==> config.mk <==
export PLATFORM = sky130hd
export DESIGN_NAME = seq_divider
export DESIGN_NICKNAME = d
export VERILOG_FILES = /design/src/rtl/seq_divider_pkg.sv /design/src/rtl/seq_divider_div_step.sv /design/src/rtl/seq_divider.sv
export SDC_FILE = /design/constraint.sdc
export NUM_CORES = 1
export LEC_CHECK = 0
export CAP_MARGIN = 20
export CORE_MARGIN = 3
export CORE_UTILIZATION = 52
export CTS_CLUSTER_DIAMETER = 40
export DETAILED_ROUTE_END_ITERATION = 16
export GPL_ROUTABILITY_DRIVEN = 0
export PLACE_DENSITY = 0.82
export SYNTH_ARGS = -nofsm -noshare
export SYNTH_HDL_FRONTEND = slang
export SYNTH_SLANG_ARGS = --single-unit
==> constraint.sdc <==
create_clock -name clk -period 4.48 [get_ports clk]
set_input_delay 1.12 -clock clk [delete_from_list [all_inputs] [get_ports clk]]
set_output_delay 1.12 -clock clk [all_outputs]
set_load 0.02 [all_outputs]
==> src/rtl/seq_divider_pkg.sv <==
// rtl/seq_divider_pkg.sv - shared constants and state encoding for the sequential divider
package seq_divider_pkg;

    // Active-low 7-segment glyphs shared with the carry and overflow digits
    localparam logic [6:0] SEG_DIGIT_0 = 7'b1000000;
    localparam logic [6:0] SEG_DIGIT_1 = 7'b1111001;

    typedef enum logic [1:0] {
        IDLE   = 2'd0,
        DIVIDE = 2'd1,
        DBZ    = 2'd2
    } state_t;

endpackage

==> src/rtl/seq_divider_div_step.sv <==
// rtl/seq_divider_div_step.sv - one combinational restoring-division iteration
module seq_divider_div_step #(
    parameter int WIDTH = 4
) (
    input  logic [WIDTH-1:0] rem,
    input  logic             q_msb,
    input  logic [WIDTH-1:0] divisor,
    output logic [WIDTH-1:0] rem_next,
    output logic             q_bit
);

    // Partial remainder shifted left with the next dividend bit; needs one extra bit
    logic [WIDTH:0]   shifted;
    logic [WIDTH-1:0] shifted_low;

    assign shifted     = {rem, q_msb};
    assign shifted_low = shifted[WIDTH-1:0];

    // Trial subtraction succeeds when the shifted remainder covers the divisor.
    // On success the true difference is below the divisor, so WIDTH bits suffice.
    assign q_bit    = (shifted >= {1'b0, divisor});
    assign rem_next = q_bit ? (shifted_low - divisor) : shifted_low;

endmodule

==> src/rtl/seq_divider.sv <==
// rtl/seq_divider.sv - sequential restoring divider with start/done handshake
module seq_divider
    import seq_divider_pkg::*;
#(
    parameter int WIDTH = 4
) (
    input  logic               clk,
    input  logic               rst_n,
    input  logic               start,
    input  logic [WIDTH-1:0]   dividend,
    input  logic [WIDTH-1:0]   divisor,
    output logic               busy,
    output logic               done,
    output logic [WIDTH-1:0]   quotient,
    output logic [WIDTH-1:0]   remainder,
    output logic [2*WIDTH-1:0] result,
    output logic [6:0]         dbz_seg
);

    localparam int CNT_W = (WIDTH > 1) ? $clog2(WIDTH) : 1;
    localparam logic [CNT_W-1:0] CNT_LAST = CNT_W'(WIDTH - 1);

    state_t           state;
    state_t           state_d;
    logic             accept;
    logic             finish;
    logic [CNT_W-1:0] cnt;
    logic [WIDTH-1:0] rem_r;
    logic [WIDTH-1:0] quo_r;
    logic [WIDTH-1:0] dvs_r;
    logic [WIDTH-1:0] step_rem;
    logic             step_bit;
    logic [WIDTH-1:0] quo_next;

    seq_divider_div_step #(
        .WIDTH (WIDTH)
    ) u_div_step (
        .rem      (rem_r),
        .q_msb    (quo_r[WIDTH-1]),
        .divisor  (dvs_r),
        .rem_next (step_rem),
        .q_bit    (step_bit)
    );

    assign quo_next = {quo_r[WIDTH-2:0], step_bit};
    assign busy     = (state == DIVIDE) || (state == DBZ);
    assign result   = {remainder, quotient};

    // State register
    always_ff @(posedge clk or negedge rst_n) begin
        if (!rst_n) begin
            state <= IDLE;
        end else begin
            state <= state_d;
        end
    end

    // Next-state logic; start is only looked at while idle
    always_comb begin
        state_d = state;
        accept  = 1'b0;
        finish  = 1'b0;
        case (state)
            IDLE: begin
                if (start) begin
                    accept  = 1'b1;
                    state_d = (divisor != '0) ? DIVIDE : DBZ;
                end
            end
            DIVIDE: begin
                if (cnt == CNT_LAST) begin
                    finish  = 1'b1;
                    state_d = IDLE;
                end
            end
            DBZ: begin
                state_d = IDLE;
            end
            default: begin
                state_d = IDLE;
            end
        endcase
    end

    // Operand capture, iteration registers and result registers
    always_ff @(posedge clk or negedge rst_n) begin
        if (!rst_n) begin
            cnt       <= '0;
            rem_r     <= '0;
            quo_r     <= '0;
            dvs_r     <= '0;
            done      <= 1'b0;
            quotient  <= '0;
            remainder <= '0;
            dbz_seg   <= SEG_DIGIT_0;
        end else begin
            done <= 1'b0;
            if (accept) begin
                rem_r <= '0;
                quo_r <= dividend;
                dvs_r <= divisor;
                cnt   <= '0;
            end else if (state == DIVIDE) begin
                rem_r <= step_rem;
                quo_r <= quo_next;
                cnt   <= cnt + CNT_W'(1);
                if (finish) begin
                    quotient  <= quo_next;
                    remainder <= step_rem;
                    dbz_seg   <= SEG_DIGIT_0;
                    done      <= 1'b1;
                end
            end else if (state == DBZ) begin
                // Working quotient still holds the captured dividend here
                quotient  <= '1;
                remainder <= quo_r;
                dbz_seg   <= SEG_DIGIT_1;
                done      <= 1'b1;
            end
        end
    end

endmodule

# After elaboration in Yosys (flattened, before gate mapping)
# Index checks and enable logic that the tools add are counted.
# W data, S select, Z words.
# classes
n_addsub	2
magnitude_cmp	1
n_eq_ne	6
mux	28
n_bitwise	1
n_reduce_logical	7
# op_table
op	n
$mux W4	11
$mux W7	3
$mux W2	5
$mux W1	8
$ge A5 B4 Y1	1
$eq A2 B2 Y1 const B	2
$ne A2 B2 Y1 const B	2
$pmux W2 S2	1
$reduce_bool A2 Y1	2
$reduce_bool A4 Y1	1
$sub A4 B4 Y4	1
$reduce_and A3 Y1	1
$add A2 B1 Y2 const B	1
$eq A2 B1 Y1 const B	1
$logic_not A2 Y1	1
$ne A2 B1 Y1 const B	1
$reduce_and A2 Y1	1
$logic_or A1 B1 Y1	1
$not A1 Y1	1
# word_totals
ff_bits	32
inputBits	11
output_inout_bits	25
elab_cells	54

# Longest topological paths before layout
# Gate-level depths: netlist (run 1).
# logic_depth
word_depth	6
depth_mapped	8
depth_no_buf	8

# By module
# From an unflattened synthesis (run 1), not the netlist that was laid out.
# unflattened
hier_cells	157
area_unflattened_um2	1545.2
# by_module_without_submodules
module	instances	cells_each	area_per_inst_um2	seq_area_each_um2
seq_divider	1	129	1321.3	650.6
seq_divider_div_step	1	28	224.0	0.0

# Worst setup path before layout (run 1)
# OpenSTA, ideal clock, no wires.
# synth_path
path_type	reg2reg
startpoint	register rem_r[1]
endpoint	register rem_r[0]
setup_ps	77
arrival_time_ps	1906
t_required_ps	4403
path_slack_ps	2497
stages_incl_launch_ff	7
n_path_buf	0
period_less_slack_ps	1983
cell_sequence	dfrtp_1 ha_1 and2_4 a311o_1 a21boi_4 mux2_1 a21oi_1
# synth_via
elab_chain_len	4
# synth_rtl
item	line_no	text
start: declaration	seq_divider.sv:28	logic [WIDTH-1:0] rem_r;
start signal: assignment	seq_divider.sv:104	rem_r <= step_rem;
$ge A5 B4 Y1	seq_divider_div_step.sv:21	assign q_bit = (shifted >= {1'b0, divisor});
$mux W4	seq_divider_div_step.sv:22	assign rem_next = q_bit ? (shifted_low - divisor) : shifted_low;
$mux W4	seq_divider.sv:103	end else if (state == DIVIDE) begin
$mux W4	seq_divider.sv:98	if (accept) begin
# Every way passes these cells. The select of a mux whose other input is x is not followed.
# A chain may end at the register's enable or synchronous reset.

# Final worst setup path (run 1)
# layout_path
startpoint	register state[0]
endpoint	output port busy
# layout_via
elab_chain_len	2
word_cells_on_any_way	3
classes_between	eq/ne (2); reduce/logical (1)
# layout_rtl
item	line_no	text
start: declaration	seq_divider.sv:23	state_t state;
start signal: assignment	seq_divider.sv:54	state <= state_d;
$eq A2 B1 Y1 or $eq A2 B2 Y1 (tied branches)	seq_divider.sv:46	assign busy = (state == DIVIDE) || (state == DBZ);
$logic_or A1 B1 Y1 *	seq_divider.sv:46	
end: declaration	seq_divider.sv:12	output logic busy,
# Every way passes the cells marked *; elsewhere a longest branch is shown, timed or not.

==> flow_summary.toml, run 1 <==
[setup_path]
critical-path-max-stage-delay_ps = 630
worstSetupPathType = "reg -> out"
worst-path-max-fanout = 5
crit-reg2reg-launch = "quo_r[3]"
reg2reg_capture_point = "rem_r[0]"
worst_ep_arrival_time_ps = 1790
worst-endpoint-required_ps = 3360
worst_setup_path_start_kind = "register"
worst_case_reg_to_reg_path_depth = 7
worstPathCellList = "inv_1 > ha_1 > clkdlybuf4s50_1"
crit_slowest_cell = "clkdlybuf4s50_1"
cp-end-kind = "output pin"
setup.reg_to_reg.worst_slack_ps = 2240

[pwr]
power_per_cell_area_mw_per_mm2 = 822.3
power.share.clock_pct = 8.1
internal_power_mw = 0.7969
worst_ir_drop_vdd_mv = 0.5258
netSwitchingFraction_pct = 45.11
seq_power_share_pct = 29.0
switchingPower_mw = 0.6548
power.leakage_nw = 0.8107
comb_power_share_pct = 62.8
fin_total_pwr_mw = 1.452

[placed_design]
port_buffers = 32
worst_setup_slack_after_placement_ps = 1904
place.detailed.instances = 201
dp_hpwl_um = 2364

[global_routing]
pin_count_of_the_biggest_net_entering_global_routing = 27
grt_pass1_vias = 1180
antenna_found_initial = 0
grt.total_usage_pct = 19.32
wire_length_of_the_first_global_routing_pass_um = 5168
grt.overflow.total = 0

[floorplan]
dieHeight_um = 59.06
fp.coreArea_mm2 = 0.002567
initial_core_util_pct = 57.02
die_w_um = 59.06
io_pins = 36
dieArea_mm2 = 0.003488
std_cell_rows = 18

[synthesis]
synth_seq_area_share_pct = 44.44
ys_ff_latch = 26
synth_xor_area_share_pct = 0.5983
synth_cell_types = 32
synthAdderAreaFrac_pct = 8.205
avgSynthCellArea_um2 = 9.324
postSynthCellCount = 157
largest_family_of_logic_cells_by_synthesized_area = "compound AO/OA/AOI/OAI gates"
fraction_of_the_mapped_netlist_area_in_compound_gates_pct = 16.58
mappedNetlistArea_mm2 = 0.001464
ys.warnings.count = 0
synth.area.mux_share_pct = 4.872
post_synth_and_or_nand_nor_area_fraction_pct = 13.76

[timing]
holdWs_ps = 516.0
min_period_ps = 2906
timing.final.max_slew_violations = 0
max_clk_rate_mhz = 344.1
setup_tns_after_final_layout_ps = 0
timing.slew.headroom_pct = 54.72
timing_hold_violations_final = 0
post-route-worst-setup-slack_ps = 1574
finalClockSkew_ps = 14.59
tightest_slew_ps = 679.2
finalSetupViolCount = 0
setup_repair_after_global_routing_missed_its_margin = "false"
finalCritPeriodShare_pct = 64.86

[hold_path]
endpoint_of_the_worst_hold_path = "quotient[2]"
hold_path_depth = 2
min_path_type = "reg -> reg"
worstHoldStart = "quotient[2]"

[layout]
syn2layout_area_growth_pct = 20.60
drive_gt1_share_pct = 3.977
non_filler_instance_count_after_layout = 206
sequential_cell_area_um2 = 650.6
multi_input_area_um2 = 655.6
layout.nets = 197
fillerInstances = 216
antenna-diode-count = 0

[clock_tree]
cts_buffer_count = 3
tritoncts = "done"
postCtsSetupRepairBufs = 0
worst_setup_hold_path_clk_slew_ps = 140
h_tree_levels = 1
quantity_of_gates_resized_following_cts = 0
clock_tree.root_cell = "clkbuf_4"
post_cts_hold_buffer_count = 0
clk-insertion-delay-late_ps = 330
cts.sink_count = 26
ctsLongestPathBuffers = 2

[routing]
route.detailed.wl_per_inst_um = 15.02
antenna_left = 0
vias = 1170
drt_first_iter_violations = 43
detailedRoute.firstPassIterationCount = 4
vias_per_inst = 5.680
detail_route.wirelength_um = 3094
drc = 0

[outcome]
outcome = "finished, final reports clean"

[flow_run]
maxCapViolCount = 0
-- power by group through the flow --
stage	logic (mW)	clock network (mW)	registers (mW)
5_1_grt	1.00	0.132	0.434
4_1_cts	0.913	0.120	0.421
6_report	0.912	0.118	0.422
2_1_floorplan	0.618	0	0.458
3_3_place_gp	0.868	0	0.421
3_5_place_dp	0.912	0	0.425
-- critical path: cells and delay by family, from the launching register on --
family	cells	cell delay [ps]
flops	1	400
fa+ha+maj	1	360
buf+inv	2	710
-- kinds of logic after synthesis --
kind of cell               Yosys count
and+or+nand+nor                     46
xor gates and xnor gates             1
muxes                                7
other                                2
adders and majority gates            9
AOI/OAI and AO/OA                   37
DFF                                 26
buffers and inverters               29
-- stage by stage --
step | instance area [um^2] | util [%]
detailed placement | 1702 | 66.28
floorplan | 1468 | -
finish | 1765 | 68.76
global placement | 1702 | 66.28
global route | 1765 | 68.76
CTS | 1738 | 67.69
-- Yosys cell counts, drive strengths merged --
library cell  instances  area [um^2]
nor3                  2        10.01
a311oi                2        17.52
a221o                 1        10.01
a211oi                1        7.510
a22oi                 3        22.52
a32o                  1        10.01
fa                    1        20.02
and3                  2        12.51
dfrtp                26        650.6
xnor2                 1        8.760
conb                  2        7.510
nor4                  1        6.260
inv                  10        37.54
clkbuf                4        15.01
a21oi                 4        20.02
a311o                 1        10.01
o21ai                17        85.08
and2                  2        15.02
nor2                 10        37.54
mux2                  1        11.26
nand2                22        82.58
ha                    8        100.1
a31oi                 3        18.77
nand3                 5        25.02
mux2i                 6        60.06
nand2b                2        12.51
a21boi                1        18.77
a21o                  3        22.52
buf                  15        108.9
-- cell type report --
class,instances,area share [%]
multi-input combinational,103,37.14
sequential,26,36.85
timing repair buffer,33,19.70
inverter,10,2.126
tap,30,2.126
clock buffer,4,2.055
-- flip-flops by register name, indices dropped and copies added, names as in the netlist --
name	count
remainder	4
cnt	2
dvs_r	4
quotient	4
done	1
dbz_seg	1
quo_r	4
state	2
rem_r	4
-- layer usage --
layer	vias up	track usage [%]	share of wire, %
met5	-	0	0
met4	0	3.883	0.42
met3	2	5.011	5.2
met2	37	35.33	52
met1	573	22.69	42
li1	558	-	-
-- how the worst max path moves through the flow --
stage,from,to,slack [ps],cells past startpoint
after global placement,start,quo_r[0],1980,4
after detailed placement,start,remainder[0],1900,5
after floorplan,rem_r[1],rem_r[0],2500,6
final,state[0],busy,1570,3
after CTS,state[0],busy,1570,3
after global routing,state[0],busy,1480,3
-- placed cells by master (no fill, tap or decap), types with 2 or more instances in the layout --
cell             count
nor2_1              10
nand2_1             22
conb_1               3
dfrtp_1             26
nand2b_1             2
a311oi_1             2
a22oi_1              3
and3_1               2
o21ai_0             15
clkbuf_4             3
ha_1                 8
nor3_1               2
nand3_1              5
a21o_1               3
inv_1               10
clkdlybuf4s50_1     32
o21ai_1              2
a31oi_1              3
mux2i_1              6
a21oi_1              4
Power figures use the tool's default switching activity.
==> inputs of run 2 (changes only) <==
--- a/config.mk
+++ b/config.mk
@@ -7,11 +7,11 @@
 export LEC_CHECK = 0
 export CAP_MARGIN = 20
 export CORE_MARGIN = 3
-export CORE_UTILIZATION = 52
+export CORE_UTILIZATION = 44
 export CTS_CLUSTER_DIAMETER = 40
 export DETAILED_ROUTE_END_ITERATION = 16
 export GPL_ROUTABILITY_DRIVEN = 0
-export PLACE_DENSITY = 0.82
+export PLACE_DENSITY = 0.73
 export SYNTH_ARGS = -nofsm -noshare
 export SYNTH_HDL_FRONTEND = slang
 export SYNTH_SLANG_ARGS = --single-unit
==> constraint.sdc (replaced) <==
create_clock -name clk -period 2.6 [get_ports clk]
set_input_delay 0.65 -clock clk [delete_from_list [all_inputs] [get_ports clk]]
set_output_delay 0.65 -clock clk [all_outputs]
set_load 0.02 [all_outputs]
==> run 2 against run 1 <==
- cell area rose by 1.1%
- routed wire length fell by 4.8%
- critical path depth did not move
- sequential cell count did not move
- sequential share of layout area fell by 0.41 points
- via count fell by 2.0%
- count of clock-buffer cells in the layout did not move
- register-to-register slack got worse by 1800 ps
- clock power rose by 73%
- die area rose by 16%
- first-iteration DRC count fell by 47%
- cell count rose by 8.3%
- largest cell class unchanged
==> flow_summary.toml, run 2 (same netlist as run 1, synthesis figures left out) <==
[clock_tree]
worst_setup_hold_path_clk_slew_ps = 140
h_tree_levels = 1
clock_tree.root_cell = "clkbuf_4"
ctsLongestPathBuffers = 2
cts.sink_count = 26
quantity_of_gates_resized_following_cts = 0
postCtsSetupRepairBufs = 0
post_cts_hold_buffer_count = 0
tritoncts = "done"
cts_buffer_count = 3
clk-insertion-delay-late_ps = 320

[timing]
post-route-worst-setup-slack_ps = 158.6
timing_hold_violations_final = 0
finalClockSkew_ps = 2.335
setup_tns_after_final_layout_ps = 0
setup_repair_after_global_routing_missed_its_margin = "false"
timing.final.max_slew_violations = 0
finalCritPeriodShare_pct = 93.90
min_period_ps = 2441
finalSetupViolCount = 0
max_clk_rate_mhz = 409.6

[layout]
commonest_non_fill_non_tap_cell_in_the_layout = "clkdlybuf4s50_1"
postLayoutCellArea_mm2 = 0.001785
layout.nets = 200
syn2layout_area_growth_pct = 21.97
fillerInstances = 296
drive_gt1_share_pct = 5.587
most-common-layout-cells = "32 x clkdlybuf4s50_1, 26 x dfrtp_1, 22 x nand2_1, 15 x o21ai_0"
antenna-diode-count = 0
non_filler_instance_count_after_layout = 223
utilization_after_layout_pct = 57.54

[placed_design]
place.detailed.instances = 219
dp_hpwl_um = 2309
worst_setup_slack_after_placement_ps = 454.9
port_buffers = 32
placed_area_mm2 = 0.001749

[pwr]
power.leakage_nw = 0.8180
power_per_cell_area_mw_per_mm2 = 1409
worst_ir_drop_vdd_mv = 0.5963

[global_routing]
pin_count_of_the_biggest_net_entering_global_routing = 27
grt.overflow.total = 0
wire_length_of_the_first_global_routing_pass_um = 5168
grt_pass1_vias = 1170
antenna_found_initial = 0
grt.total_usage_pct = 15.76

[flow_run]
maxCapViolCount = 0

[routing]
vias_per_inst = 5.143
vias = 1147
route.detailed.wl_per_inst_um = 13.21
antenna_left = 0
detail_route.wirelength_um = 2945
drt_first_iter_violations = 23
detailedRoute.firstPassIterationCount = 4
drc = 0

[floorplan]
std_cell_rows = 20
fp.coreArea_mm2 = 0.003103
initial_core_util_pct = 47.18
io_pins = 36
die_w_um = 63.68
dieHeight_um = 63.68
dieArea_mm2 = 0.004055

[hold_path]
min_path_type = "reg -> reg"

[setup_path]
critical-path-max-stage-delay_ps = 640
cp-end-kind = "output pin"
worst-path-max-fanout = 5
worst-endpoint-required_ps = 1950
worst_setup_path_start_kind = "register"
worst_ep_arrival_time_ps = 1790
worstSetupPathType = "reg -> out"
crit_slowest_cell = "clkdlybuf4s50_1"
worstPathCellList = "inv_1 > ha_1 > clkdlybuf4s50_1"

[outcome]
outcome = "finished, final reports clean"
[run 2: power breakdown]
part           internal (mW)  total (mW)  switching, mW
sequential             0.586       0.720          0.134
combinational          0.717        1.59          0.876
clock                 0.0857       0.204          0.118
[run 2: metrics by stage]
step                total power, mW  hold slack (ps)
floorplan                     1.854            354.4
global placement              2.251            485.3
detailed placement            2.315            488.5
CTS                           2.526            524.1
global route                  2.724            554.1
finish                        2.517            519.5
[run 2: path summary, 6_finish.rpt]
kind                               start        to  slack, ps  cells past startpoint
worst max register to register  rem_r[1]  rem_r[0]        410                      6
min in group asynchronous          rst_n  rem_r[2]        680                      2
worst min register to register  dvs_r[0]  dvs_r[0]        520                      2
worst max-delay path            state[0]      busy        160                      3
worst min-delay path            dvs_r[0]  dvs_r[0]        520                      2
max in group asynchronous          rst_n      done       1680                      2
[run 2: layout make-up]
cell class              instances  area (um^2)  area share (%)
clock buffers                   4        36.28           2.032
well taps                      44        55.05           3.083
repair buffers                 36        350.3           19.62
flip-flops and latches         26        650.6           36.44
inverters                      10        37.54           2.102
multi-input cells             103        655.6           36.72
[run 2: routing by layer]
layer	vias up	global-route usage, %	part of all wire, %
li1	568	-	-
met4	0	4.313	0.85
met3	4	3.209	5.4
met2	30	27.38	48
met1	545	19.75	46
met5	-	0	0
[run 2: worst max-delay path: cells and delay by family (launching register included)]
family                   cells  cell delay (ps)
buffers and inverters        2              710
flip-flops                   1              390
adder cells (fa/ha/maj)      1              370
==> inputs of run 3 (changes only) <==
--- a/config.mk
+++ b/config.mk
@@ -7,11 +7,10 @@
 export LEC_CHECK = 0
 export CAP_MARGIN = 20
 export CORE_MARGIN = 3
-export CORE_UTILIZATION = 44
+export CORE_UTILIZATION = 40
 export CTS_CLUSTER_DIAMETER = 40
 export DETAILED_ROUTE_END_ITERATION = 16
-export GPL_ROUTABILITY_DRIVEN = 0
-export PLACE_DENSITY = 0.73
+export PLACE_DENSITY = 0.68
 export SYNTH_ARGS = -nofsm -noshare
 export SYNTH_HDL_FRONTEND = slang
 export SYNTH_SLANG_ARGS = --single-unit
==> run 3 against run 2 <==
- combinational power down 3%
- worst setup slack better by 90 ps
- power up 0.52%
- core utilization down 5.5 points
- global-route usage down 1.3 points
- non-clock buffer count down 2
- critical endpoint unchanged
==> flow_summary.toml, run 3 (same netlist as run 1, synthesis figures left out) <==
[outcome]
outcome = "finished, final reports clean"

[global_routing]
antenna_found_initial = 0
met1_usage_pct = 18.42
use_met3_pct = 4.890
global_route.peak_usage_layer = "met2"
grt_use_met2_pct = 23.17
wire_length_of_the_first_global_routing_pass_um = 4940
grt.total_usage_pct = 14.47
grt_pass1_vias = 1125
grt.overflow.total = 0
pin_count_of_the_biggest_net_entering_global_routing = 27

[pwr]
power_per_cell_area_mw_per_mm2 = 1412
switchingPower_mw = 1.105
seq_power_share_pct = 28.5
worst_ir_drop_vdd_mv = 0.6379
fin_total_pwr_mw = 2.530
power.leakage_nw = 0.8156
comb_power_share_pct = 61.4
internal_power_mw = 1.425
netSwitchingFraction_pct = 43.68
power.share.clock_pct = 10.1

[clock_tree]
worst_setup_hold_path_clk_slew_ps = 80
clk-insertion-delay-late_ps = 270
post_cts_hold_buffer_count = 0
h_tree_levels = 1
postCtsSetupRepairBufs = 0
quantity_of_gates_resized_following_cts = 0
tritoncts = "done"
cts_buffer_count = 3
ctsLongestPathBuffers = 2
clock_tree.root_cell = "clkbuf_8"
cts.sink_count = 26

[floorplan]
dieArea_mm2 = 0.004422
fp.coreArea_mm2 = 0.003442
io_pins = 36
dieHeight_um = 66.50
die_w_um = 66.50
std_cell_rows = 21
initial_core_util_pct = 42.53

[layout]
layout.nets = 198
drive_gt1_share_pct = 4.520
most-common-layout-cells = "32 x clkdlybuf4s50_1, 26 x dfrtp_1, 22 x nand2_1, 15 x o21ai_0"
antenna-diode-count = 0
syn2layout_area_growth_pct = 22.39
commonest_non_fill_non_tap_cell_in_the_layout = "clkdlybuf4s50_1"
postLayoutCellArea_mm2 = 0.001792

[hold_path]
worstHoldStart = "dvs_r[0]"
hold_path_depth = 2
endpoint_of_the_worst_hold_path = "dvs_r[0]"
min_path_type = "reg -> reg"

[setup_path]
crit_slowest_cell = "clkdlybuf4s50_1"
gate_family_responsible_for_the_most_delay_along_the_worst_path = "buffers and inverters"
worst-endpoint-required_ps = 1950
worstPathCellList = "inv_1 > ha_1 > clkdlybuf4s50_1"
worst_setup_path_start_kind = "register"
crit_path_start = "state[0]"
cp-end-kind = "output pin"
crit-reg2reg-launch = "rem_r[1]"
setup.reg_to_reg.worst_slack_ps = 410
critical-path-max-stage-delay_ps = 630
worst_ep_arrival_time_ps = 1700
reg2reg_capture_point = "rem_r[0]"
worstSetupPathType = "reg -> out"
worst-path-max-fanout = 5
worst_case_reg_to_reg_path_depth = 6
critical_path.n_buffers_inverters = 2

[timing]
min_period_ps = 2351
setup_repair_after_global_routing_missed_its_margin = "false"
finalSetupViolCount = 0
timing.slew.headroom_pct = 57.82
finalCritPeriodShare_pct = 90.44
setup_tns_after_final_layout_ps = 0
holdWs_ps = 488.8
timing_hold_violations_final = 0
tightest_slew_ps = 632.8
max_clk_rate_mhz = 425.3
finalClockSkew_ps = 5.907
timing.final.max_slew_violations = 0
post-route-worst-setup-slack_ps = 248.6

[routing]
vias_per_inst = 5.054
drc = 0
route.detailed.wl_per_inst_um = 12.62
antenna_left = 0
detailedRoute.firstPassIterationCount = 4
vias = 1127
drt_first_iter_violations = 43
detail_route.wirelength_um = 2814

[placed_design]
worst_setup_slack_after_placement_ps = 453.2
globalplace.congestion = 0.8241
port_buffers = 32
placed_area_mm2 = 0.001737
dp_hpwl_um = 2244

[flow_run]
maxCapViolCount = 0
run 3: cell types whose count changed in the layout (fill, tap and decap cells not counted), sizes merged:
cell  previous run  this run
buf              4         2
run 3: how the worst max path moves through the flow:
stage,cells past startpoint,to,slack [ps]
2_1_floorplan,6,rem_r[0],620
3_3_place_gp,6,rem_r[0],480
3_5_place_dp,6,rem_r[0],450
4_1_cts,3,busy,220
5_1_grt,3,busy,160
6_report,3,busy,250
run 3: power groups by stage:
| stage | registers (mW) | logic [mW] | clock network, mW |
|---|---|---|---|
| after floorplan | 0.789 | 1.06 | 0 |
| after global routing | 0.753 | 1.73 | 0.285 |
| after global placement | 0.725 | 1.52 | 0 |
| after CTS | 0.724 | 1.56 | 0.267 |
| final | 0.722 | 1.55 | 0.255 |
| after detailed placement | 0.731 | 1.56 | 0 |
run 3: final cells by class:
type                    instances  area [um^2]
fillers                       316         1650
multi-input cells             103        655.6
flip-flops and latches         26        650.6
repair buffers                 34        335.3
well taps                      46        57.56
clock buffers                   4        55.05
inverters                      10        37.54
run 3: metrics by stage:
step,cells,utilization (%)
final,223,52.05
after global routing,223,52.05
after CTS,223,52.05
after detailed placement,219,50.45
after global placement,219,50.45
after floorplan,158,-
run 3: metal layers:
layer | routed length, um | vias up
li1 | - | 558
met1 | 1225 | 530
met2 | 1361 | 35
met3 | 207 | 4
met4 | 19 | 0
met5 | 0 | -
run 3: worst reg2reg max path, cell delays in order (launching register included):
cell and delay (ps):
dfrtp_1 410, ha_1 380, and2_4 170, a311o_1 360, a21boi_4 250, mux2_1 390, a21oi_1 160
